## config.mk

```make
export PLATFORM = sky130hd
export DESIGN_NAME = ex_stage
export DESIGN_NICKNAME = d
export VERILOG_FILES = /design/src/rtl/ex_stage_pkg.sv /design/src/rtl/ex_stage_muldiv_iter.sv /design/src/rtl/ex_stage.sv
export SDC_FILE = /design/constraint.sdc
export NUM_CORES = 1
export LEC_CHECK = 0
export CAP_MARGIN = 30
export CELL_PAD_IN_SITES_DETAIL_PLACEMENT = 2
export CELL_PAD_IN_SITES_GLOBAL_PLACEMENT = 2
export CORE_UTILIZATION = 32
export DETAILED_ROUTE_END_ITERATION = 16
export PLACE_DENSITY_LB_ADDON = 0.1
export SETUP_SLACK_MARGIN = 0.1
export SLEW_MARGIN = 30
export SYNTH_ARGS = -nofsm -noshare
export SYNTH_HDL_FRONTEND = slang
export SYNTH_HIERARCHICAL = 1
export SYNTH_SLANG_ARGS = --single-unit
```

## constraint.sdc

```tcl
create_clock -name Clk -period 3.8 [get_ports Clk]
set_clock_uncertainty 0.15 [all_clocks]
set_input_delay 0.38 -clock Clk [delete_from_list [all_inputs] [get_ports Clk]]
set_output_delay 0.38 -clock Clk [all_outputs]
set_load 0.1 [all_outputs]
```

## src/rtl/ex_stage_pkg.sv

```systemverilog
// ex_stage_pkg: shared definitions for the execute stage.
//   - ALUControl operation codes ALU_AND .. ALU_MFLO
//   - mul/div engine state codes (2 bits)
//   - True_v / False_v single-bit constants
//   - default mul/div iteration count
package ex_stage_pkg;

  localparam logic True_v  = 1'b1;
  localparam logic False_v = 1'b0;

  localparam int MdCyclesDefault = 32;

  localparam logic [3:0] ALU_AND  = 4'b0000;
  localparam logic [3:0] ALU_OR   = 4'b0001;
  localparam logic [3:0] ALU_ADD  = 4'b0010;
  localparam logic [3:0] ALU_XOR  = 4'b0011;
  localparam logic [3:0] ALU_NOR  = 4'b0100;
  localparam logic [3:0] ALU_SLL  = 4'b0101;
  localparam logic [3:0] ALU_SRL  = 4'b0110;
  localparam logic [3:0] ALU_SRA  = 4'b0111;
  localparam logic [3:0] ALU_SUB  = 4'b1000;
  localparam logic [3:0] ALU_SLT  = 4'b1001;
  localparam logic [3:0] ALU_SLTU = 4'b1010;
  localparam logic [3:0] ALU_LUI  = 4'b1011;
  localparam logic [3:0] ALU_MULT = 4'b1100;
  localparam logic [3:0] ALU_DIV  = 4'b1101;
  localparam logic [3:0] ALU_MFHI = 4'b1110;
  localparam logic [3:0] ALU_MFLO = 4'b1111;

  typedef enum logic [1:0] {
    MD_IDLE = 2'b00,
    MD_BUSY = 2'b01,
    MD_DONE = 2'b10
  } mdState_e;

endpackage

```

## src/rtl/ex_stage_muldiv_iter.sv

```systemverilog
// muldiv_iter: iterative signed multiply / divide producing HI and LO.
// One shift-add (MULT) or shift-subtract (DIV) step per cycle on operand
// magnitudes; signs are restored on the final step, when HI/LO are written.
//
//   state   | meaning
//   --------+-----------------------------------------------------------
//   MD_IDLE | waiting; start latches magnitudes and signs, busy asserted
//   MD_BUSY | one step per cycle; last step writes the signed HI/LO
//   MD_DONE | result visible; the held instruction retires, no restart
//
// Ports:
//   Clk, Rst     clock (rising edge), async active-high reset
//   start        MULT or DIV presented by the execute stage
//   op           0: MULT, 1: DIV
//   a, b         signed operands (dividend / divisor for DIV)
//   busy         combinational; high from the start cycle through BUSY
//   hi, lo       result registers
module muldiv_iter
  import ex_stage_pkg::*;
#(
  parameter int MD_CYCLES = MdCyclesDefault
) (
  input  logic        Clk,
  input  logic        Rst,
  input  logic        start,
  input  logic        op,
  input  logic [31:0] a,
  input  logic [31:0] b,
  output logic        busy,
  output logic [31:0] hi,
  output logic [31:0] lo
);

  mdState_e    state, stateNext;
  logic [4:0]  cnt;
  logic        isDiv, negRes, negRem, divZero;
  logic [31:0] mcand;
  // MULT: {partial product, remaining multiplier bits}
  // DIV:  {partial remainder, dividend bits / quotient bits}
  logic [63:0] acc;
  logic [63:0] accStep;
  logic [32:0] addSum, remTrial, remDiff;
  logic [63:0] prodSigned;
  logic [31:0] remMag, quoMag;
  logic        lastStep;

  assign lastStep = (state == MD_BUSY) && (cnt == 5'(MD_CYCLES - 1));

  always_comb begin
    stateNext = state;
    busy      = False_v;
    case (state)
      MD_IDLE: if (start) begin
        stateNext = MD_BUSY;
        busy      = True_v;
      end
      MD_BUSY: begin
        busy = True_v;
        if (lastStep) stateNext = MD_DONE;
      end
      MD_DONE: stateNext = MD_IDLE;
      default: stateNext = MD_IDLE;
    endcase
    // Upstream must never see a stall while the block is held in reset.
    if (Rst) busy = False_v;
  end

  always_comb begin
    addSum   = {1'b0, acc[63:32]} + (acc[0] ? {1'b0, mcand} : 33'd0);
    remTrial = acc[63:31];
    remDiff  = remTrial - {1'b0, mcand};
    accStep  = {addSum, acc[31:1]};
    if (isDiv) begin
      if (remTrial >= {1'b0, mcand}) accStep = {remDiff[31:0], acc[30:0], 1'b1};
      else                           accStep = {remTrial[31:0], acc[30:0], 1'b0};
    end
    prodSigned = negRes ? (64'd0 - accStep) : accStep;
    remMag     = accStep[63:32];
    quoMag     = accStep[31:0];
  end

  always_ff @(posedge Clk or posedge Rst) begin
    if (Rst) begin
      state   <= MD_IDLE;
      cnt     <= '0;
      isDiv   <= False_v;
      negRes  <= False_v;
      negRem  <= False_v;
      divZero <= False_v;
      mcand   <= '0;
      acc     <= '0;
      hi      <= '0;
      lo      <= '0;
    end else begin
      state <= stateNext;
      if (state == MD_IDLE && start) begin
        cnt     <= '0;
        isDiv   <= op;
        negRes  <= a[31] ^ b[31];
        negRem  <= a[31];
        divZero <= (b == 32'd0);
        mcand   <= b[31] ? (32'd0 - b) : b;
        acc     <= {32'd0, (a[31] ? (32'd0 - a) : a)};
      end else if (state == MD_BUSY) begin
        cnt <= cnt + 5'd1;
        acc <= accStep;
        if (lastStep) begin
          if (!isDiv) begin
            hi <= prodSigned[63:32];
            lo <= prodSigned[31:0];
          end else begin
            // Remainder keeps the dividend's sign, which for a zero divisor
            // reproduces the dividend itself.
            hi <= negRem ? (32'd0 - remMag) : remMag;
            if (divZero)     lo <= 32'hFFFF_FFFF;
            else if (negRes) lo <= 32'd0 - quoMag;
            else             lo <= quoMag;
          end
        end
      end
    end
  end

endmodule

```

## src/rtl/ex_stage.sv

```systemverilog
// ex_stage: execute stage between the ID/EX and EX/MEM pipeline registers.
// Operand muxes, single-cycle ALU, stall generation and EX/MEM registers.
// Build option: EX_MULDIV_EN enables the HI/LO mul/div engine (muldiv_iter);
// without it ops 1100-1111 retire with result 0 and no register write.
//
// Ports:
//   Clk, Rst                          clock, async active-high reset
//   EX_RegDst/ALUSrcA/ALUSrcB         destination and operand selects
//   EX_RegWrite/MemWrite/MemToReg     control passed to MEM
//   EX_ALUControl                     operation code
//   EX_Shamt/RegA/RegB/ImmExt         operands
//   EX_Regrt/Regrd                    register specifiers
//   Stall                             holds PC, IF/ID and ID/EX while high
//   MEM_*                             registered EX/MEM outputs
module ex_stage
  import ex_stage_pkg::*;
#(
  parameter int MD_CYCLES = MdCyclesDefault
) (
  input  logic        Clk,
  input  logic        Rst,
  input  logic        EX_RegDst,
  input  logic        EX_ALUSrcA,
  input  logic        EX_ALUSrcB,
  input  logic        EX_RegWrite,
  input  logic        EX_MemWrite,
  input  logic        EX_MemToReg,
  input  logic [3:0]  EX_ALUControl,
  input  logic [31:0] EX_Shamt,
  input  logic [31:0] EX_RegA,
  input  logic [31:0] EX_RegB,
  input  logic [31:0] EX_ImmExt,
  input  logic [4:0]  EX_Regrt,
  input  logic [4:0]  EX_Regrd,
  output logic        Stall,
  output logic        MEM_RegWrite,
  output logic        MEM_MemWrite,
  output logic        MEM_MemToReg,
  output logic [31:0] MEM_ALUResult,
  output logic [31:0] MEM_WriteData,
  output logic [4:0]  MEM_WriteReg
);

  // The iteration counter is 5 bits wide.
  if (MD_CYCLES < 2 || MD_CYCLES > 32) begin : gBadMdCycles
    $error("ex_stage: MD_CYCLES out of range");
  end

  logic [31:0] opA, opB, aluResult;
  logic [4:0]  writeReg;
  logic        bubble, noWrite;
  logic [31:0] hiVal, loVal;

  assign opA      = EX_ALUSrcA ? EX_Shamt : EX_RegA;
  assign opB      = EX_ALUSrcB ? EX_ImmExt : EX_RegB;
  assign writeReg = EX_RegDst ? EX_Regrd : EX_Regrt;

`ifdef EX_MULDIV_EN
  logic isMulDiv, mdBusy;

  assign isMulDiv = (EX_ALUControl == ALU_MULT) || (EX_ALUControl == ALU_DIV);

  muldiv_iter #(.MD_CYCLES(MD_CYCLES)) uMulDiv (
    .Clk   (Clk),
    .Rst   (Rst),
    .start (isMulDiv),
    .op    (EX_ALUControl == ALU_DIV),
    .a     (EX_RegA),
    .b     (EX_RegB),
    .busy  (mdBusy),
    .hi    (hiVal),
    .lo    (loVal)
  );

  assign Stall = mdBusy;
  // MULT/DIV never writes a GPR, including the retiring cycle in DONE.
  assign bubble  = isMulDiv || mdBusy;
  assign noWrite = False_v;
`else
  assign hiVal   = '0;
  assign loVal   = '0;
  assign Stall   = False_v;
  assign bubble  = False_v;
  assign noWrite = (EX_ALUControl[3:2] == 2'b11);
`endif

  always_comb begin
    aluResult = '0;
    case (EX_ALUControl)
      ALU_AND:  aluResult = opA & opB;
      ALU_OR:   aluResult = opA | opB;
      ALU_ADD:  aluResult = opA + opB;
      ALU_XOR:  aluResult = opA ^ opB;
      ALU_NOR:  aluResult = ~(opA | opB);
      ALU_SLL:  aluResult = opB << opA[4:0];
      ALU_SRL:  aluResult = opB >> opA[4:0];
      ALU_SRA:  aluResult = $signed(opB) >>> opA[4:0];
      ALU_SUB:  aluResult = opA - opB;
      ALU_SLT:  aluResult = {31'd0, $signed(opA) < $signed(opB)};
      ALU_SLTU: aluResult = {31'd0, opA < opB};
      ALU_LUI:  aluResult = opB << 16;
      ALU_MFHI: aluResult = hiVal;
      ALU_MFLO: aluResult = loVal;
      default:  aluResult = '0;
    endcase
  end

  always_ff @(posedge Clk or posedge Rst) begin
    if (Rst) begin
      MEM_RegWrite  <= False_v;
      MEM_MemWrite  <= False_v;
      MEM_MemToReg  <= False_v;
      MEM_ALUResult <= '0;
      MEM_WriteData <= '0;
      MEM_WriteReg  <= '0;
    end else if (bubble) begin
      MEM_RegWrite  <= False_v;
      MEM_MemWrite  <= False_v;
      MEM_MemToReg  <= False_v;
      MEM_ALUResult <= '0;
      MEM_WriteData <= '0;
      MEM_WriteReg  <= '0;
    end else begin
      MEM_RegWrite  <= EX_RegWrite && !noWrite;
      MEM_MemWrite  <= EX_MemWrite;
      MEM_MemToReg  <= EX_MemToReg;
      MEM_ALUResult <= aluResult;
      MEM_WriteData <= EX_RegB;
      MEM_WriteReg  <= writeReg;
    end
  end

endmodule

```

==> run metrics, run 1 <==
run status stopped before the end; last stage reached global routing; stop err [ERROR GRT-0232] Routing congestion too high. Check the congestion heatmap in the GUI.; syn_area_per_cell 7.25 sq um; Final GP Congestion 1.02; PortBufs 221; synth warn 6; Place WS -684 ps; Net Count, Synth 1794; Most used DFF post-synth dfrtp_1; gr usage total 82.8%; H-tree depth 3; CTS Buf Count 9; Mapped Area 11200 sq um; clock sinks 72; GRT overflow 424; initial core utilization 32.4%; sequential area share after synthesis 16.1%; worst_ep kind register input; post-synthesis async set-or-reset flop share 100%; largest net degree at the start of global routing 61; Die Y-Extent 189 um; detailed placement HPWL 66800 um; Post-CTS Hold Buffers 0; I/O pins 223; count of cell types in the netlist 82; post-synthesis cell count 1543; worst_ep grt MEM_ALUResult[25]$_DFF_PP0_/D; clk buf depth 2; Root Buffer clkbuf_16; number of synthesized register bits 72; num rows 68; Post-synth EDFFs 0; Die W 189 um
-- repair_timing --
action                                  in CTS
pin swaps                                   24
endpoints found under the setup margin      20
hold endpoints to repair                     0
resized for setup                           99
cloned                                       1
setup buffers                               17
-- layer usage --
layer / GRT usage [%] / GRT overflow
met1: 81.6 / 2
met2: 99.5 / 252
met3: 67.6 / 8
met4: 85.0 / 160
met5: 37.1 / 2
-- metrics by stage --
stage	instances	cell area, sq um	hold WS, ps
after floorplan	1543	11600	261
after global placement	2541	17100	552
after detailed placement	2541	17100	550
after CTS	2575	18100	126
-- synth_stat cells, types with 26 or more instances --
| library cell | instances | share of area, % |
|---|---|---|
| clkbuf_1 | 68 | 2.3 |
| a221oi_1 | 26 | 2.0 |
| o21ai_0 | 97 | 4.3 |
| ha_1 | 99 | 11 |
| o211ai_1 | 38 | 2.6 |
| dfrtp_1 | 72 | 16 |
| nand3_1 | 31 | 1.4 |
| nor2_1 | 159 | 5.3 |
| a21oi_1 | 134 | 6.0 |
| inv_1 | 88 | 3.0 |
| nand2_1 | 184 | 6.2 |
| nor3_1 | 26 | 1.2 |
| mux2i_1 | 110 | 9.8 |
-- cell families after synthesis --
| group | share of synthesized area [%] |
|---|---|
| DFF | 16.1 |
| muxes | 13.7 |
| xor gates and xnor gates | 0.235 |
| other | 0.0335 |
| AOI/OAI and AO/OA | 32.3 |
| and+or+nand+nor | 18.3 |
| buffers and inverters | 7.80 |
| adders and majority gates | 11.4 |
==> run 2, diff against run 1 <==
CELL_PAD_IN_SITES_DETAIL_PLACEMENT = unset   (was 2)
CELL_PAD_IN_SITES_GLOBAL_PLACEMENT = unset   (was 2)
CORE_UTILIZATION = 30   (was 32)
PLACE_DENSITY_LB_ADDON = 0.15   (was 0.1)
SETUP_SLACK_MARGIN = unset   (was 0.1)
==> run 2 against run 1 <==
The run now ends clean. Synthesized cell count unchanged. Synthesized area unchanged.
==> run metrics, run 2 <==
worst path required time 3910 ps; Mapped Area 11200 sq um (unchanged); clock sinks 72 (unchanged); post-synthesis cell count 1543 (unchanged); hold_ws 34.3 ps; crit path max fanout 5; Net Count, Synth 1794 (unchanged); Top Registers MEM_ALUResult: 32 flops, MEM_WriteData: 32 flops, MEM_WriteReg: 5 flops; logic gate share of total power 67.1%; GRT overflow 0; most common cell in the synthesized netlist nand2_1; Max-cap violations 0; period utilisation layout 99.1%; count of cell types in the netlist 82 (unchanged); largest net degree at the start of global routing 56; first-pass GRT wire length 89700 um; Internal Pwr Total 0.00287 W; largest cells by area after synthesis dfrtp_1 (16%), ha_1 (11%), mux2i_1 (9.8%), nand2_1 (6.2%), a21oi_1 (6.0%); H-tree depth 3 (unchanged); PwrDens 324 nW/um^2; Clock Power Share 17.3%; Post-CTS Hold Buffers 0 (unchanged); diode count 0; Max Slew Vio Count 0; via count 14300; core box area 36600 sq um; top cell type's share of synthesized area 16.1% (unchanged); most instantiated cells after synthesis nand2_1 (184), nor2_1 (159), a21oi_1 (134); cell area after layout 17500 sq um; syn_area_per_cell 7.25 sq um (unchanged); Worst path max stage delay 540 ps; unrepaired setup endpoints after global routing true; initial core utilization 30.5% (-1.9 points); WL/cell 24.3 um; Max VDD drop 0.247 mV; critical path arrival 3880 ps; share of cells above drive strength 1 25.9%; final worst path period need 3760 ps; die area 38000 sq um; Min-Delay Path Class input pin to flop; Die W 195 um (+3.2%); Routed WL 61500 um; commonest non-fill, non-tap cell in the layout buf_4; run status finished, final reports clean; Critical Path Start Type input pin; Setup CP Type input pin to flop; setup violators final 0; Leak 7.92 nW; PortBufs 221 (unchanged); placed instance area 16700 sq um (-2.6%); CTS tree yes; Vias/cell 5.65; Most used DFF post-synth dfrtp_1; Detail Route Antenna Nets 0; critical-path cell list clkdlybuf4s50_1 -> mux2i_1 -> buf_4 -> buf_4 -> ha_1 -> or4_1 -> o221ai_1 -> o21ai_1 -> a31o_4 -> a211oi_2 -> o2111ai_1 -> buf_4 -> nor3b_2 -> o41ai_1; first drt pass iteration count 6; worst-margin pin slew 987 ps; num rows 70 (+2.9%); switch share 49.4%; CP most frequent cell buf_4; # DRC 0; synth warn 6 (unchanged); Slowest cell on crit path or4_1; number of synthesized register bits 72 (unchanged); leading area contributor after synthesis dfrtp_1; clk buf depth 2 (unchanged); sequential area share after synthesis 16.1% (unchanged); most frequent cells in the layout buf_4 (374), clkdlybuf4s50_1 (211), nand2_1 (183); Reg clk slew, reported paths 70 ps; # nets final 2309; Worst slew margin 34.0%; detailed placement HPWL 49000 um (-27%); Critical Path End Type flop; Final GP Congestion 1.01 (-0.90%); post-synthesis async set-or-reset flop share 100% (unchanged); sequential share of power 15.7%; I/O pins 223 (unchanged); number of global-route vias before repair 13800; Final Hold Viols 0; f_max 266 MHz; starting DRC count in detailed routing 1445; Root Buffer clkbuf_16; CTS Buf Count 9 (unchanged); Die Y-Extent 195 um (+3.2%); P_sw 0.00280 W; initial antenna violation count 1; Post-synth EDFFs 0 (unchanged); Layout area overhead 56.3%; gr usage total 31.7%
-- run 2: power by group through the flow --
stage	sequential [W]	combinational [W]	clock, W
2_1_floorplan	0.00159	0.00140	0
3_3_place_gp	0.000901	0.00364	0
4_1_cts	0.000889	0.00366	0.00101
6_report	0.000888	0.00380	0.000978
3_5_place_dp	0.000900	0.00363	0
5_1_grt	0.000895	0.00400	0.00103
-- run 2: final timing paths --
| path | start | to | slack, ps | cells after the start |
|---|---|---|---|---|
| setup / recovery | EX_RegB[4] | MEM_ALUResult[0] | 40 | 14 |
| hold / removal | EX_RegB[7] | MEM_WriteData[7] | 30 | 1 |
| max in group asynchronous | Rst | MEM_WriteData[16] | 2550 | 3 |
| min in group asynchronous | Rst | MEM_WriteData[23] | 250 | 2 |
-- run 2: layer usage --
layer	part of all wire (%)	track usage (%)	up-vias
met2	45	51.0	630
li1	-	-	6712
met3	6.7	4.80	115
met1	43	41.6	6847
met5	0	0	-
met4	4.7	15.0	0
-- run 2: metrics by stage --
| step | worst slack (ps) | util (%) | power, W | cells | setup TNS [ps] |
|---|---|---|---|---|---|
| after global placement | -849 | 45.5 | 0.00454 | 2501 | -8160 |
| after global routing | -27.8 | 47.7 | 0.00593 | 2530 | -51.6 |
| after CTS | 7.09 | 46.5 | 0.00556 | 2515 | 0 |
| final | 35.2 | 47.7 | 0.00566 | 2530 | 0 |
| after floorplan | -40.7 | - | 0.00299 | 1543 | -40.7 |
| after detailed placement | -775 | 45.5 | 0.00453 | 2501 | -8520 |
-- run 2: critical path, delay by kind of cell --
kind	cells	cell delay, ps
compound gates	6	1500
buf+inv	4	980
mux	1	80
fa+ha+maj	1	250
simple gates	2	690
-- run 2: cells by family after synthesis --
logic type	after synthesis	synth area share [%]
buf+inv	215	7.80
fa+ha+maj	101	11.4
compound gates	541	32.3
simple gates	471	18.3
mux	139	13.7
flops	72	16.1
xor+xnor	3	0.235
other cells	1	0.0335
-- run 2: cell type report --
cell class | instances | area (sq um)
clock inverter | 6 | 85.1
timing repair buffer | 617 | 5420
clock buffer | 9 | 225
multi-input combinational | 1256 | 8970
sequential | 72 | 1800
inverter | 102 | 389
tap | 468 | 586
fill | 3697 | 19100
-- run 2: timing repair --
action	4_1_cts	5_1_grt
setup buffers	0	15
pin swaps	2	16
resized for setup	11	61
setup endpoints to repair	8	15
No activity file was read; power rests on OpenSTA's default activity.
